$ cat config.mk
export PLATFORM = sky130hd
export DESIGN_NAME = mux_rr_arbiter
export DESIGN_NICKNAME = d
export VERILOG_FILES = /design/src/rtl/mux_rr_arbiter_pkg.sv /design/src/rtl/mux_rr_arbiter_pick4.sv /design/src/rtl/mux_rr_arbiter.sv
export SDC_FILE = /design/constraint.sdc
export NUM_CORES = 1
export LEC_CHECK = 0
export CAP_MARGIN = 20
export CORE_UTILIZATION = 35
export DETAILED_ROUTE_END_ITERATION = 7
export DONT_BUFFER_PORTS = 1
export MAX_ROUTING_LAYER = met4
export PLACE_DENSITY = 0.54
export SLEW_MARGIN = 20
export SYNTH_ARGS = -nofsm -noshare
export SYNTH_HDL_FRONTEND = slang
export SYNTH_SLANG_ARGS = --single-unit
$ cat constraint.sdc
create_clock -name clk -period 5.7 [get_ports clk]
set_input_delay 0.855 -clock clk [delete_from_list [all_inputs] [get_ports clk]]
set_output_delay 0.855 -clock clk [all_outputs]
set_load 0.02 [all_outputs]
$ cat src/rtl/mux_rr_arbiter_pkg.sv
// mux_rr_arbiter_pkg: shared state encoding and sizes for the round-robin mux arbiter
package mux_rr_arbiter_pkg;
  typedef enum logic {ST_IDLE = 1'b0, ST_GRANT = 1'b1} state_t;
  localparam int NREQ  = 4;
  localparam int IDX_W = 2;
endpackage

$ cat src/rtl/mux_rr_arbiter_pick4.sv
// rr_pick4: combinational round-robin pick, first requester after last in rotating order
// Ports: req[3:0] requests, last[1:0] previous owner, idx[1:0] chosen index, any = |req
module rr_pick4
  import mux_rr_arbiter_pkg::*;
(
  input  logic [NREQ-1:0]  req,
  input  logic [IDX_W-1:0] last,
  output logic [IDX_W-1:0] idx,
  output logic             any
);
  logic [IDX_W-1:0] base;
  logic [IDX_W-1:0] off;
  logic [NREQ-1:0]  rot;
  assign base = last + 1'b1;
  // rot[k] is req[(last+1+k) mod 4], so the first set bit is the rotation winner
  assign rot  = NREQ'({req, req} >> base);
  assign off  = rot[0] ? 2'd0 : rot[1] ? 2'd1 : rot[2] ? 2'd2 : 2'd3;
  assign idx  = base + off;
  assign any  = |req;
endmodule

$ cat src/rtl/mux_rr_arbiter.sv
// mux_rr_arbiter: round-robin arbiter driving the select lines of a shared 4:1 mux
// Ports: clk, rst_n (sync active-low), req[3:0] requests, gnt[3:0] one-hot registered grant,
//        addr0/addr1 registered mux select (owner index), busy = |gnt
module mux_rr_arbiter
  import mux_rr_arbiter_pkg::*;
#(
  parameter int MAX_HOLD = 8,
  parameter int CNT_W    = 4
) (
  input  logic            clk,
  input  logic            rst_n,
  input  logic [NREQ-1:0] req,
  output logic [NREQ-1:0] gnt,
  output logic            addr0,
  output logic            addr1,
  output logic            busy
);
  localparam logic [CNT_W-1:0] LIM = (MAX_HOLD == 0) ? '1 : CNT_W'(MAX_HOLD - 1);
  state_t           state, n_state;
  logic [IDX_W-1:0] last, n_last, addr, n_addr;
  logic [IDX_W-1:0] n_idx, p_idx, g_idx;
  logic [CNT_W-1:0] hold_cnt, n_cnt;
  logic [NREQ-1:0]  n_gnt, mask;
  logic             n_any, p_any, own_req, at_lim, do_grant;
  // last doubles as the current owner while granted
  assign mask    = req & ~(NREQ'(1) << last);
  assign own_req = req[last];
  assign at_lim  = (MAX_HOLD != 0) && (hold_cnt == LIM);
  rr_pick4 u_pick (.req(req),  .last(last), .idx(n_idx), .any(n_any));
  rr_pick4 u_pre  (.req(mask), .last(last), .idx(p_idx), .any(p_any));
  // with the owner's req low, pick(req) equals pick(mask), so one masked pick serves both
  // the handoff and the preempt cases; only IDLE may re-grant the previous owner
  assign do_grant = (state == ST_IDLE) ? n_any : p_any && (!own_req || at_lim);
  assign g_idx    = (state == ST_IDLE) ? n_idx : p_idx;
  always_comb begin
    n_state = state;
    n_last  = last;
    n_addr  = addr;
    n_gnt   = gnt;
    n_cnt   = hold_cnt;
    if (do_grant) begin
      n_state = ST_GRANT;
      n_last  = g_idx;
      n_addr  = g_idx;
      n_gnt   = NREQ'(1) << g_idx;
      n_cnt   = '0;
    end else if (state == ST_GRANT && !own_req) begin
      n_state = ST_IDLE;
      n_gnt   = '0;
      n_cnt   = '0;
    end else if (state == ST_GRANT) begin
      n_cnt = (hold_cnt == LIM) ? hold_cnt : hold_cnt + 1'b1;
    end
  end
  always_ff @(posedge clk) begin
    if (!rst_n) begin
      state    <= ST_IDLE;
      last     <= 2'd3;
      addr     <= '0;
      gnt      <= '0;
      hold_cnt <= '0;
    end else begin
      state    <= n_state;
      last     <= n_last;
      addr     <= n_addr;
      gnt      <= n_gnt;
      hold_cnt <= n_cnt;
    end
  end
  assign addr0 = addr[0];
  assign addr1 = addr[1];
  assign busy  = |gnt;
endmodule

==> implementation parameters, run 1 <==
Parameter                              Value

STA
  Final critical delay including setup and external delays ... 3.05 ns
  Tcrit/Tclk final ... between 50 and 60%
  Maximum clock rate ... 0.328 GHz
  Worst slew slack as a fraction of its limit ... 66.5%
  Number of max-slew violations in the final report ... 0
  TNS Setup ... 0 ns
  Worst hold-check slack ... 0.495 ns
  Setup violations, final ... 0
  Number of hold-slack violations in the final timing report ... 0
  Worst Tran Pin Value ... 0.502 ns
  RSZ-0062 raised after global routing ... no
  Post-Route Skew ... 0.00257 ns

Detailed routing
  Routed length per instance ... 13.7 um
  Routed length on met2 ... 804 um
  Highest routing layer actually used ... met4
  Post-route DRC violation count ... 0
  Detail-routed via count per cell ... 5.62
  Met1 wire length ... 927 um
  Vias post-DR ... 748
  Metal3 WL ... 63 um
  Final wirelength ... 1820 um
  Router iterations before antenna repair ... 5
  Number of routed nets with antenna violations ... 0
  1st-iter DRT viols ... 15

Run
  Count of maximum capacitance violations ... 0

GRT
  Grt ovf ... 0
  Wire length of the first global-routing pass ... approximately 3000 um
  Antenna violations before repair ... 0
  Largest net degree at the start of global routing ... 16
  Total GRT Usage ... 14.6%
  Number of global-route vias before repair ... ~730

Run status
  Status ... complete, no violations

Critical path
  Reg2Reg Setup Slack ... ~2.7 ns
  Number of cells on the critical path ... 12
  Critical path, cell by cell ... inv_1, ha_1, inv_1, nor3_1, a31oi_1, o221ai_1, o21ai_0, ha_1, a21oi_1, o21ai_1, o211ai_1, o2bb2ai_1
  Logic depth of the worst register-to-register path ... 12
  Crit Path Category ... reg2reg
  Slowest-stage cell, CP ... dfxtp_1
  Number of buffers and inverters on the critical path ... 2
  Biggest fanout along the worst timing path ... 15
  Critical Path Max Stage Delay ... between 0.6 and 0.7 ns
  Required time of the critical path ... 5.85 ns
  Crit path capture type ... flip-flop
  Arrival time worst endpoint ... 3.20 ns
  Critical path startpoint category ... flip-flop
  CP top delay family ... compound AO/OA/AOI/OAI gates

Power
  Part of the power in the clock network ... around 11%
  P per Cell Area ... 499 nW/um^2
  Share of power burned in combinational logic ... 53.3%
  Switching power of the nets ... around 240 uW
  Maximum VDD drop ... 0.000255 V
  Switching part of the total ... 47.5%
  Sequential share of power ... 35.6%
  Internal power of the cells ... 262 uW
  Leakage power figure ... 0.377 nW

Placement
  Count of port buffers added during placement ... 0
  Placed wire-length estimate ... 1360 um
  Final Wtd Congestion ... 0.779

Die
  Area of the die ... 2940 sq um
  Horiz. Die Dim ... 54.3 um
  Die boundary height ... 54.3 um
  Number of cell rows ... 18
  Area of the placeable core ... 2520 sq um
  Starting Density ... 37.9%
  Number of ports placed on the die boundary ... 13

Worst hold path
  Class of the worst hold path ... reg2reg
  Worst Hold Depth ... 2

Clock tree
  Root Buffer Master ... clkbuf_4
  Level count of the clock H-tree ... 1
  Worst-Skew Late Latency ... between 0.2 and 0.3 ns
  Number of setup buffers added after CTS ... 0
  Clock-pin slew on the worst setup and hold paths ... roughly 0.080 ns
  Resize count post-CTS ... 0
  CTS tree ... done
  CTS Hold Buffers Added ... 0
  Maximum buffer depth of the clock tree ... 2
  Clock sink count ... 13
  Clock buffers created by TritonCTS ... 3

Logic synthesis
  EDFF count, synth ... 0
  Mapped Avg Cell Area ... roughly 9.4 sq um
  Post-synthesis instance area ... 956 sq um
  Gate count after technology mapping ... 102
  Number of distinct library cell variants in the gate-level netlist after synthesis ... 47
  Post-synth top area share ... 27.2%
  Post-Syn Nets ... 114
  Seq/Total Area, Yosys ... 27.2%
  Number of register bits inferred by synthesis ... 13
  Yosys warning count ... 0
  Async set-or-reset flop fraction in the synthesized netlist ... 0%
  Cell types with the largest area share after synthesis ... dfxtp_1, ha_1, a21oi_1
  Dominant synthesized flop cell ... dfxtp_1
  Cell type contributing the most total cell area after synthesis ... dfxtp_1

Finish
  Share of layout cells above drive strength 1 ... 13.6%
  Area added between synthesis and finish ... 4.58%
  Number of antenna cells inserted ... 0
  Final Core Density ... 39.6%
  Net total in the final layout ... 116
==> cell type report <==
type                       count  area, sq um
clock buffer                   4         26.3
timing repair buffer           1         7.51
inverter                       6         22.5
multi-input combinational     79          646
tap                           30         37.5
fill                         267         1520
sequential                    13          260
==> kinds of logic (layout without fill, tap and decap cells) <==
family	count (synthesis)	in the layout	synth area share [%]
and+or+nand+nor	39	39	27.9
AOI/OAI and AO/OA	26	26	20.4
DFF	13	13	27.2
buffers and inverters	10	11	5.23
xor gates and xnor gates	2	2	1.83
adders and majority gates	6	6	7.85
muxes	6	6	9.56
==> placed cells by master (no fill, tap or decap), drive strengths merged, types with 3 or more instances in the layout <==
| cell | n |
|---|---|
| nand3b | 3 |
| clkbuf | 4 |
| inv | 6 |
| ha | 6 |
| nand2 | 5 |
| nor2 | 7 |
| o2bb2ai | 4 |
| a21oi | 7 |
| nand2b | 5 |
| nand3 | 5 |
| o211ai | 3 |
| o21ai | 3 |
| dfxtp | 13 |
==> worst reg2reg max path, stage by stage (launching register included) <==
cell	delay (ns)
dfxtp_1	0.64
inv_1	0.19
ha_1	0.50
inv_1	0.15
nor3_1	0.22
a31oi_1	0.06
o221ai_1	0.16
o21ai_0	0.12
ha_1	0.22
a21oi_1	0.11
o21ai_1	0.09
o211ai_1	0.33
o2bb2ai_1	0.12
==> per-layer routing <==
| metal | track usage [%] | vias up |
|---|---|---|
| li1 | - | 388 |
| met1 | 19.3 | 344 |
| met2 | 22.0 | 12 |
| met3 | 1.67 | 4 |
| met4 | 7.26 | 0 |
| met5 | - | - |
==> worst paths after layout <==
kind | startpoint | to
worst max-delay path | last[0]$_SDFFE_PN1P_ | gnt[3]$_SDFFE_PN0P_
worst min-delay path | hold_cnt[1]$_SDFFE_PP0P_ | hold_cnt[1]$_SDFFE_PP0P_
worst max register to register | last[0]$_SDFFE_PN1P_ | gnt[3]$_SDFFE_PN0P_
worst min register to register | hold_cnt[1]$_SDFFE_PP0P_ | hold_cnt[1]$_SDFFE_PP0P_
==> sequential cells by signal, indices dropped and copies added, names as in the netlist <==
name / count
addr: 2
gnt: 4
hold_cnt: 4
last: 2
state: 1
==> synth_stat cells (3+ instances only) <==
cell type and n:
ha_1 6, inv_1 6, nand2_1 5, nand3b_1 3
o2bb2ai_1 4, a21oi_1 7, nand2b_1 5, dfxtp_1 13
nor2_1 6, nand3_1 4
==> power by group through the flow <==
| stage | Sequential, mW | Clock (mW) | Combinational (mW) |
|---|---|---|---|
| detailed placement | 0.181 | 0 | 0.264 |
| finish | 0.178 | 0.0556 | 0.266 |
| CTS | 0.178 | 0.0589 | 0.266 |
| global placement | 0.180 | 0 | 0.262 |
| floorplan | 0.164 | 0 | 0.238 |
| global route | 0.185 | 0.0617 | 0.297 |
==> metrics by stage <==
step           instance area [sq um]  power (mW)  cells  setup WS [ns]
2_1_floorplan                    956       0.402    102           3.04
3_3_place_gp                     973       0.443    129           2.76
3_5_place_dp                     973       0.445    129           2.66
4_1_cts                         1000       0.503    133           2.66
5_1_grt                         1000       0.543    133           2.33
6_report                        1000       0.499    133           2.65
(Power assumes the default switching activity.)
==> run 2: changes to the inputs <==
--- a/config.mk
+++ b/config.mk
@@ -10,7 +10,7 @@
 export DETAILED_ROUTE_END_ITERATION = 7
 export DONT_BUFFER_PORTS = 1
 export MAX_ROUTING_LAYER = met4
-export PLACE_DENSITY = 0.54
+export PLACE_DENSITY = 0.56
 export SLEW_MARGIN = 20
 export SYNTH_ARGS = -nofsm -noshare
 export SYNTH_HDL_FRONTEND = slang
==> constraint.sdc (replaced) <==
create_clock -name clk -period 2.76 [get_ports clk]
set_input_delay 0.414 -clock clk [delete_from_list [all_inputs] [get_ports clk]]
set_output_delay 0.414 -clock clk [all_outputs]
set_load 0.02 [all_outputs]
==> implementation parameters, run 2 (synthesized netlist as in run 1, its figures left out) <==
Parameter                              Value

Clock tree
  Maximum buffer depth of the clock tree ... 2
  Clock-pin slew on the worst setup and hold paths ... 0.07 ns
  Clock buffers created by TritonCTS ... 3
  Level count of the clock H-tree ... 1
  CTS tree ... done
  CTS Hold Buffers Added ... 0
  Root Buffer Master ... clkbuf_4
  Worst-Skew Late Latency ... 0.26 ns
  Clock sink count ... 13

Detailed routing
  Number of routed nets with antenna violations ... 0
  Routed length per instance ... 14.6 um
  Post-route DRC violation count ... 0
  Router iterations before antenna repair ... 4
  1st-iter DRT viols ... 17
  Vias post-DR ... 791
  Final wirelength ... ~2000 um
  Detail-routed via count per cell ... 5.86

GRT
  Largest net degree at the start of global routing ... 15
  Number of global-route vias before repair ... 718
  Wire length of the first global-routing pass ... 3150 um
  Antenna violations before repair ... 0
  Grt ovf ... 0
  Total GRT Usage ... roughly 15%

STA
  Number of hold-slack violations in the final timing report ... 0
  Tcrit/Tclk final ... ~93%
  Worst hold-check slack ... 0.211 ns
  Number of max-slew violations in the final report ... 0
  Maximum clock rate ... 0.389 GHz
  TNS Setup ... 0 ns
  Worst slew slack as a fraction of its limit ... 77.7%
  Post-Route Skew ... 0.00264 ns
  Worst Tran Pin Value ... roughly 0.33 ns
  Final critical delay including setup and external delays ... 2.57 ns
  Setup violations, final ... 0
  RSZ-0062 raised after global routing ... no
  Worst setup slack after layout ... 0.190 ns

Run
  Count of maximum capacitance violations ... 0

Finish
  Flip-flop and latch area ... about 260 sq um
  Area taken by multi-input logic gates ... between 600 and 700 sq um
  Number of antenna cells inserted ... 0
  Area added between synthesis and finish ... 6.54%
  Leading cell types in the layout, fill and taps excluded ... dfxtp_1, a21oi_1, inv_1, nor2_1
  Largest registers ... gnt (4), hold_cnt (4)
  Net total in the final layout ... 118
  Share of layout cells above drive strength 1 ... 17.1%
  Fill cell instance count of the final layout ... approximately 260
  Non-filler instance count after layout ... around 140
  Commonest non-fill, non-tap cell in the layout ... dfxtp_1
  Final design area excluding fillers ... 1020 sq um
  Final Core Density ... 40.4%

Critical path
  Biggest fanout along the worst timing path ... 9
  Crit path capture type ... flip-flop
  Arrival time worst endpoint ... 2.72 ns
  Crit Path Category ... reg2reg
  Critical path startpoint category ... flip-flop
  Required time of the critical path ... just under 3 ns

Placement
  Count of placed standard cells including taps ... between 100 and 150
  Placed wire-length estimate ... 1420 um
  Pre-CTS setup slack ... approximately 0.11 ns
  Final Wtd Congestion ... 0.800
  Post-Place Cell Area ... 981 sq um
  Count of port buffers added during placement ... 0

Power
  Sum of internal, switching and leakage power ... 1.07 mW
  Maximum VDD drop ... 0.000655 V
  Leakage power figure ... 0.384 nW
  P per Cell Area ... 1050 nW/um^2

Die
  Die boundary height ... 54.3 um
  Starting Density ... 37.9%
  Horiz. Die Dim ... 54.3 um
  Area of the placeable core ... roughly 2500 sq um
  Number of ports placed on the die boundary ... 13
  Number of cell rows ... 18
  Area of the die ... 2940 sq um

Worst hold path
  Class of the worst hold path ... in2reg

Run status
  Status ... complete, no violations
==> run 2: changes by cell type in the layout (fill, tap and decap cells not counted), sizes merged <==
cell | before | now
buf | 1 | 3
==> run 2: cell type report <==
cell class,instances,share of cell area (%)
Timing Repair Buffer,3,2.21
Tap cell,30,3.69
Clock buffer,4,2.58
Multi-Input combinational cell,79,63.6
Inverter,6,2.21
Sequential cell,13,25.7
==> run 2: final timing paths <==
path	start	end	slack [ns]	cells past startpoint
min reg2reg	hold_cnt[1]$_SDFFE_PP0P_	hold_cnt[1]$_SDFFE_PP0P_	0.48	2
min	rst_n	last[0]$_SDFFE_PN1P_	0.21	1
max	last[1]$_SDFFE_PN1P_	last[1]$_SDFFE_PN1P_	0.19	13
max reg2reg	last[1]$_SDFFE_PN1P_	last[1]$_SDFFE_PN1P_	0.19	13
==> run 2: critical path, cell delays in order (launching register included) <==
cell	delay (ns)
dfxtp_2	0.37
inv_1	0.07
ha_2	0.41
inv_1	0.11
nor3_1	0.23
a31oi_1	0.07
o221ai_1	0.18
o21ai_0	0.12
ha_1	0.22
a21oi_1	0.13
o21ai_1	0.11
o211ai_1	0.20
buf_4	0.15
o211ai_1	0.07
==> run 2: what timing repair did <==
action | in CTS | in global routing
gates resized for setup | 0 | 2
buffers inserted | 0 | 1
setup endpoints to repair | 0 | 6
==> run 2: power by group <==
group | internal, mW | total [mW] | switching [mW]
Sequential | 0.248 | 0.350 | 0.102
Clock | 0.0558 | 0.109 | 0.0532
Combinational | 0.270 | 0.613 | 0.343
Total | 0.574 | 1.07 | 0.498
==> run 2: metal layers <==
layer  vias up  part of all wire [%]  track usage [%]
li1        389                     -                -
met1       379                    49             20.9
met2        21                    45             21.7
met3         2                   4.5             2.78
met4         0                   1.1             6.41
met5         -                     0                -
==> run 3: changes to the inputs <==
--- a/config.mk
+++ b/config.mk
@@ -10,7 +10,7 @@
 export DETAILED_ROUTE_END_ITERATION = 7
 export DONT_BUFFER_PORTS = 1
 export MAX_ROUTING_LAYER = met4
-export PLACE_DENSITY = 0.56
+export PLACE_DENSITY = 0.54
 export SLEW_MARGIN = 20
 export SYNTH_ARGS = -nofsm -noshare
 export SYNTH_HDL_FRONTEND = slang
==> constraint.sdc (replaced) <==
create_clock -name clk -period 2.8 [get_ports clk]
set_input_delay 0.42 -clock clk [delete_from_list [all_inputs] [get_ports clk]]
set_output_delay 0.42 -clock clk [all_outputs]
set_load 0.02 [all_outputs]
==> implementation parameters, run 3 (synthesized netlist as in run 1, its figures left out) <==
Parameter                              Value

Finish
  Area added between synthesis and finish ... 7.20%
  Largest registers ... gnt (4), hold_cnt (4)
  Share of layout cells above drive strength 1 ... 17.0%
  Leading cell types in the layout, fill and taps excluded ... dfxtp_1, a21oi_1, inv_1, nor2_1
  Net total in the final layout ... 119
  Fill cell instance count of the final layout ... 262
  Final Core Density ... roughly two fifths
  Number of antenna cells inserted ... 0
  Commonest non-fill, non-tap cell in the layout ... dfxtp_1

Critical path
  Crit Path Category ... reg2reg
  Reg2Reg Setup Slack ... around 0.27 ns
  Required time of the critical path ... about 3 ns
  Arrival time worst endpoint ... 2.72 ns
  Biggest fanout along the worst timing path ... 6
  Critical path startpoint category ... flip-flop
  Crit path capture type ... flip-flop

STA
  Setup violations, final ... 0
  Number of max-slew violations in the final report ... 0
  Final critical delay including setup and external delays ... 2.53 ns
  Worst Tran Pin Value ... 0.334 ns
  Tcrit/Tclk final ... 90.5%
  Post-Route Skew ... between 0.0007 and 0.0008 ns
  Worst setup slack after layout ... 0.266 ns
  Maximum clock rate ... between 0.3 and 0.4 GHz
  RSZ-0062 raised after global routing ... no
  TNS Setup ... 0 ns
  Worst slew slack as a fraction of its limit ... 77.7%
  Number of hold-slack violations in the final timing report ... 0
  Worst hold-check slack ... 0.202 ns

Placement
  Count of port buffers added during placement ... 0
  Placed wire-length estimate ... around 1400 um
  Final Wtd Congestion ... 0.793
  Pre-CTS setup slack ... between 0.2 and 0.25 ns

Die
  Die boundary height ... 54.3 um
  Number of cell rows ... 18
  Starting Density ... 37.9%
  Area of the die ... 2940 sq um
  Horiz. Die Dim ... between 50 and 60 um
  Number of ports placed on the die boundary ... 13
  Area of the placeable core ... 2520 sq um

Clock tree
  Worst-Skew Late Latency ... 0.27 ns
  CTS tree ... done
  Root Buffer Master ... clkbuf_4
  Maximum buffer depth of the clock tree ... 2
  CTS Hold Buffers Added ... 0
  Clock sink count ... 13
  Level count of the clock H-tree ... 1
  Clock buffers created by TritonCTS ... 3
  Clock-pin slew on the worst setup and hold paths ... 0.08 ns

Detailed routing
  Final wirelength ... 1850 um
  1st-iter DRT viols ... 13
  Vias post-DR ... 759
  Number of routed nets with antenna violations ... 0
  Post-route DRC violation count ... 0
  Routed length per instance ... 13.6 um
  Detail-routed via count per cell ... approximately 5.6
  Router iterations before antenna repair ... 4

GRT
  Number of global-route vias before repair ... 664
  Largest net degree at the start of global routing ... 15
  Total GRT Usage ... approximately 15%
  Grt ovf ... 0
  Wire length of the first global-routing pass ... 3090 um
  Antenna violations before repair ... 0

Run status
  Status ... complete, no violations

Power
  Sum of internal, switching and leakage power ... 1.07 mW
  Leakage power figure ... 0.389 nW
  Maximum VDD drop ... around 0.0006 V
  P per Cell Area ... 1040 nW/um^2

Run
  Count of maximum capacitance violations ... 0

Worst hold path
  Class of the worst hold path ... in2reg
==> run 3: per-stage QoR <==
| stage | std cells | cell area (sq um) |
|---|---|---|
| after CTS | 135 | 1010 |
| final | 136 | 1020 |
| after global placement | 131 | 988 |
| after detailed placement | 131 | 988 |
| after global routing | 136 | 1020 |
| after floorplan | 102 | 956 |
==> run 3: path summary, 6_finish.rpt <==
| check | cells past startpoint | from | end |
|---|---|---|---|
| worst min-delay path | 1 | rst_n | last[0]$_SDFFE_PN1P_ |
| worst max register to register | 13 | last[1]$_SDFFE_PN1P_ | addr[1]$_SDFFE_PN0P_ |
| worst max-delay path | 13 | last[1]$_SDFFE_PN1P_ | addr[1]$_SDFFE_PN0P_ |
| worst min register to register | 2 | hold_cnt[1]$_SDFFE_PP0P_ | hold_cnt[1]$_SDFFE_PP0P_ |
==> run 3: power by group <==
part	switching [mW]	leakage [nW]	internal, mW	total, mW
combinational	0.332	0.267	0.277	0.609
clock	0.0601	0.0150	0.0553	0.115
sequential	0.100	0.107	0.243	0.344
total	0.492	0.389	0.576	1.07
==> run 3: routing by layer <==
metal  GRT usage [%]  wire length [um]
met5               -                 0
met1            21.3               979
met2            20.7               760
met3           0.833                62
met4            8.97                45
==> run 3: cell type report <==
cell class | instances | area (sq um) | share of cell area [%]
Clock buffer | 4 | 26.3 | 2.56
Timing Repair Buffer | 4 | 30.0 | 2.93
Sequential cell | 13 | 260 | 25.4
Multi-Input combinational cell | 79 | 648 | 63.2
Tap cell | 30 | 37.5 | 3.66
Inverter | 6 | 22.5 | 2.20
==> run 3: critical path, stage by stage (launching register included) <==
cell and delay [ns]:
dfxtp_1 0.41, inv_1 0.08, ha_2 0.39, inv_1 0.10, nor3_1 0.21, a31oi_1 0.07
o221ai_1 0.16, o21ai_0 0.12, ha_1 0.22, nand3_1 0.09, o31a_1 0.15, o211ai_1 0.09
buf_4 0.16, o31ai_1 0.19
==> run 3: repair_timing <==
item / 4_1_cts / 5_1_grt
endpoints found under the setup margin: 0 / 4
buffers inserted: 0 / 1
gates resized for setup: 0 / 1
